### src/rtl/game_button_conditioner.sv
// Push-button front end for the game FSM: sync, debounce, one event per press,
// CEN tick generation and prioritised emission of pending presses on CEN.
//   state        | meaning
//   IDLE         | button released and stable
//   WAIT_PRESS   | raw high, counting towards an accepted press
//   HELD         | press accepted, button still down
//   WAIT_RELEASE | raw low, counting towards an accepted release
module game_button_conditioner #(
    parameter int DEBOUNCE_CYCLES = 500000,
    parameter int CEN_DIV         = 4
) (
    input  logic       Clk,
    input  logic       Reset,
    input  logic       BtnC,
    input  logic       BtnL,
    input  logic       BtnR,
    input  logic       BtnD,
    output logic       CEN,
    output logic       Select,
    output logic       selectLeft,
    output logic       selectRight,
    output logic       Quit,
    output logic [3:0] btn_stable
);

    localparam int CNT_W = $clog2(DEBOUNCE_CYCLES) + 1;
    localparam logic [CNT_W-1:0] CNT_LOAD = CNT_W'(DEBOUNCE_CYCLES - 1);
    localparam int CEN_W = $clog2(CEN_DIV) + 1;
    localparam logic [CEN_W-1:0] CEN_LAST = CEN_W'(CEN_DIV - 1);

    localparam logic [1:0] IDLE         = 2'd0;
    localparam logic [1:0] WAIT_PRESS   = 2'd1;
    localparam logic [1:0] HELD         = 2'd2;
    localparam logic [1:0] WAIT_RELEASE = 2'd3;

    logic [3:0]       raw;
    logic [3:0]       sync1;
    logic [3:0]       raw_s;
    logic [3:0]       accept;
    logic [3:0]       pend;
    logic [3:0]       grant;
    logic [CEN_W-1:0] cen_cnt;

    // Bit order {D,R,L,C} is shared by raw, pend, grant and btn_stable.
    assign raw = {BtnD, BtnR, BtnL, BtnC};

    always_ff @(posedge Clk or posedge Reset) begin
        if (Reset) begin
            sync1 <= '0;
            raw_s <= '0;
        end else begin
            sync1 <= raw;
            raw_s <= sync1;
        end
    end

    for (genvar i = 0; i < 4; i++) begin : g_btn
        logic [1:0]       state;
        logic [CNT_W-1:0] cnt;

        // Down-counter loaded with DEBOUNCE_CYCLES-1; terminal count is zero.
        always_ff @(posedge Clk or posedge Reset) begin
            if (Reset) begin
                state <= IDLE;
                cnt   <= '0;
            end else begin
                case (state)
                    IDLE: begin
                        if (raw_s[i]) begin
                            state <= WAIT_PRESS;
                            cnt   <= CNT_LOAD;
                        end
                    end
                    WAIT_PRESS: begin
                        if (!raw_s[i])
                            state <= IDLE;
                        else if (cnt == '0)
                            state <= HELD;
                        else
                            cnt <= cnt - 1'b1;
                    end
                    HELD: begin
                        if (!raw_s[i]) begin
                            state <= WAIT_RELEASE;
                            cnt   <= CNT_LOAD;
                        end
                    end
                    WAIT_RELEASE: begin
                        if (raw_s[i])
                            state <= HELD;
                        else if (cnt == '0)
                            state <= IDLE;
                        else
                            cnt <= cnt - 1'b1;
                    end
                    default: state <= IDLE;
                endcase
            end
        end

        assign accept[i]     = (state == WAIT_PRESS) && raw_s[i] && (cnt == '0);
        assign btn_stable[i] = (state == HELD) || (state == WAIT_RELEASE);
    end

    always_ff @(posedge Clk or posedge Reset) begin
        if (Reset)
            cen_cnt <= '0;
        else if (cen_cnt == CEN_LAST)
            cen_cnt <= '0;
        else
            cen_cnt <= cen_cnt + 1'b1;
    end

    assign CEN = (cen_cnt == CEN_LAST) & ~Reset;

    always_comb begin
        grant = '0;
        if (pend[0])
            grant[0] = 1'b1;
        else if (pend[3])
            grant[3] = 1'b1;
        else if (pend[1])
            grant[1] = 1'b1;
        else if (pend[2])
            grant[2] = 1'b1;
    end

    // A fresh accept on the edge that retires the grant keeps the flag set.
    always_ff @(posedge Clk or posedge Reset) begin
        if (Reset)
            pend <= '0;
        else
            pend <= (pend & ~(grant & {4{CEN}})) | accept;
    end

    assign Select      = grant[0] & CEN;
    assign selectLeft  = grant[1] & CEN;
    assign selectRight = grant[2] & CEN;
    assign Quit        = grant[3] & CEN;

endmodule

### config.mk
export PLATFORM = sky130hd
export DESIGN_NAME = game_button_conditioner
export DESIGN_NICKNAME = d
export VERILOG_FILES = /design/src/rtl/game_button_conditioner.sv
export SDC_FILE = /design/constraint.sdc
export NUM_CORES = 1
export LEC_CHECK = 0
export ABC_CLOCK_PERIOD_IN_PS = 7100
export CAP_MARGIN = 20
export CORE_UTILIZATION = 55
export CTS_CLUSTER_SIZE = 30
export DETAILED_ROUTE_END_ITERATION = 10
export DONT_BUFFER_PORTS = 1
export GPL_ROUTABILITY_DRIVEN = 1
export PLACE_DENSITY_LB_ADDON = 0.25
export SLEW_MARGIN = 20
export SYNTH_ARGS = -nofsm -noshare
export SYNTH_HDL_FRONTEND = slang
export SYNTH_SLANG_ARGS = --single-unit
### constraint.sdc
create_clock -name Clk -period 7.1 [get_ports Clk]
set_input_delay 1.065 -clock Clk [delete_from_list [all_inputs] [get_ports Clk]]
set_output_delay 1.065 -clock Clk [all_outputs]
set_load 0.01 [all_outputs]
==> qor.yml <==
placement:
  port_buffers: 0
  gp_congestion: 0.784
  dp.final_hpwl_um: 7220
  dp_cells: 690
power:
  total_leakage_power_nw: 2.18
  ir_drop_v: 0.0000871
  cellPowerDensity_nw_per_um2: 186
  power_mw: 1.08
worst_setup_path:
  worstPathArrival_ns: 2.73
  slowest_stage: "or3_1"
  path_max_fanout: 51
  cp-start-kind: "input pin"
  critical_path.max_stage_delay_ns: 0.49
  crit_path_cell_trace: "inv_4, nand3_1, or3_1, nor3b_1"
  crit_type: "in -> out"
  crit_path_end_kind: "output port"
  worstPathRequired_ns: 6.03
clocking:
  clkTransAtPathRegs_ns: 0.09
  ctsHtreeMaxLevel: 3
  ctsHoldBuffers: 0
  cts-resized-gates: 0
  cts_tree: "done"
  cts.sinks: 103
  ctsLongestPathBuffers: 2
  clk_latency_ns: 0.36
  cts_buffers: 9
  postCtsSetupBuffers: 0
  cts_root_buf: "clkbuf_8"
final_layout:
  layout-drive-gt1-share_pct: 6.59
  area_growth_pct: 6.01
  multi_input_area_um2: 2720
  register_area_um2: 2580
  fin_nets: 587
  diodes: 0
  instances_no_fill: 706
  n_fill_cell: 812
routing:
  dr.pass1.iters: 4
  wl_per_cell_um: 14.9
  vias: 4321
  drc: 0
  routed_wl_um: 10600
  ant_nets: 0
  vias_per_cell: 6.12
  drt_iter0_drc: 153
floorplan:
  fp.dieW_um: 102
  start_util_pct: 57.9
  fp.dieH_um: 102
  die_area_um2: 10300
  io_pins: 15
  fp-row-count: 35
  coreArea_um2: 9420
logic_synthesis:
  syn-num-nets: 592
  seq_area_frac_synth_pct: 47.3
  yosysTopAreaCell: "dfrtp_1"
  synthCells: 577
  synth_ff_type: "dfrtp_1"
  syn_area_um2: 5450
  synthTopCellsByArea: "dfrtp_1 47%, nor2_1 4.0%, xnor2_1 3.4%"
  synth_edf_count: 0
  ys_ff_latch: 103
  synth-warning-count: 0
  syn_avg_cell_area_um2: 9.45
  synthArstFlopShare_pct: 100
  synth_cell_types: 59
  synth_top_area_share_pct: 47.3
global_routing:
  grt_max_degree: 55
  grt_pass1_vias: 4159
  antenna_found_initial: 0
  grt_overflow_total: 0
  grt_pass1_wl_um: 18900
  grtUsageTotal_pct: 22.8
timing:
  relSlewSlack_pct: 33.6
  drv_slew: 0
  fin_crit_ns: 3.80
  grt_setup_unrepaired: "no"
  fmax_ghz: 0.263
  finalSetupViolations: 0
  tightest_slew_ns: 0.989
  finalSetupTns_ns: 0
  finalHoldViolCount: 0
  hold_ws_ns: 0.358
  finalCritPeriodShare_pct: 53.5
  skew_ns: 0.0105
status:
  status: "completed"
run:
  cap_viol_max_count: 0
worst_hold_path:
  hold_path_class: "reg -> reg"
-- power by group --
part,total (mW),switching [mW],internal [mW]
registers,0.630,0.0254,0.605
clock network,0.375,0.200,0.175
logic,0.0703,0.0462,0.0241
total,1.08,0.271,0.804
-- routing by layer --
metal | share of wire (%) | up-vias | track usage [%]
met3 | 3.8 | 9 | 4.42
li1 | - | 2134 | -
met4 | 0.91 | 0 | 6.02
met5 | 0 | - | 0
met2 | 48 | 86 | 37.4
met1 | 48 | 2092 | 31.1
-- Yosys cell counts, types with 12 or more instances --
cell / number
a21oi_1: 27
clkbuf_1: 18
dfrtp_1: 103
inv_1: 20
nand2_1: 45
nand3_1: 23
nor2_1: 58
nor3_1: 15
nor4_1: 23
o21ai_0: 29
or3_1: 23
or4_1: 16
xnor2_1: 21
xor2_1: 12
-- final cells by class --
| class | instances | area share [%] |
|---|---|---|
| sequential | 103 | 44.6 |
| multi-input combinational | 433 | 47.0 |
| inverter | 20 | 1.34 |
| timing repair buffer | 5 | 0.649 |
| clock buffer | 10 | 2.38 |
| clock inverter | 6 | 1.19 |
| tap | 129 | 2.79 |
-- sequential cells by signal, indices dropped and copies added, names as in the netlist, named ones only --
signal       cells
cen_cnt          3
sync1            4
raw_s            4
g_btn.cnt       80
g_btn.state      4
pend             4
-- logic make-up after synthesis --
logic type / Yosys count / synth area share [%]
buf+inv: 41 / 2.98
mux: 9 / 1.68
flops: 103 / 47.3
fa+ha+maj: 9 / 2.07
xor+xnor: 33 / 5.30
compound gates: 118 / 14.4
simple gates: 264 / 26.3
-- worst max-delay path: cells and delay by family --
kind / cells / cell delay, ns
AND/OR/NAND/NOR: 3 / 1.23
buffers and inverters: 1 / 0.42
-- per-stage QoR --
step | util [%] | area [um^2] | worst slack [ns]
6_report | 61.4 | 5780 | 3.30
2_1_floorplan | - | 5450 | 1.52
4_1_cts | 61.3 | 5770 | 3.25
3_3_place_gp | 59.1 | 5570 | 3.28
5_1_grt | 61.4 | 5780 | 3.07
3_5_place_dp | 59.1 | 5570 | 3.26
-- path summary, 6_finish.rpt --
path | start | endpoint | cells after the start | slack (ns)
worst max-delay path | Reset | selectRight | 4 | 3.30
worst min-delay path | sync1[2] | raw_s[2] | 0 | 0.36
worst max register to register | g_btn[0].cnt[12] | g_btn[0].cnt[3] | 5 | 4.41
worst min register to register | sync1[2] | raw_s[2] | 0 | 0.36
max in group asynchronous | Reset | g_btn[3].cnt[11] | 2 | 5.35
min in group asynchronous | Reset | g_btn[2].cnt[15] | 1 | 0.64
-- cells in the final DEF, fill, tap and decap left out, types with 4 or more instances in the layout --
cell type,netlist,layout
a211oi_1,5,5
a21oi_1,27,27
a22oi_1,4,4
a311oi_1,4,4
and2_1,10,10
and3_1,5,5
buf_4,0,5
clkbuf_8,0,10
dfrtp_1,103,103
ha_1,9,9
inv_1,20,19
mux2i_1,8,8
nand2_1,45,45
nand2b_1,8,8
nand3_1,23,23
nand4_1,10,10
nor2_1,58,58
nor3_1,15,15
nor4_1,23,23
o2111ai_1,7,7
o211ai_1,9,9
o21ai_0,29,29
o41ai_1,4,4
or3_1,23,23
or4_1,16,16
or4b_2,4,4
xnor2_1,21,20
xor2_1,12,12
No activity file was read; power rests on OpenSTA's default activity.
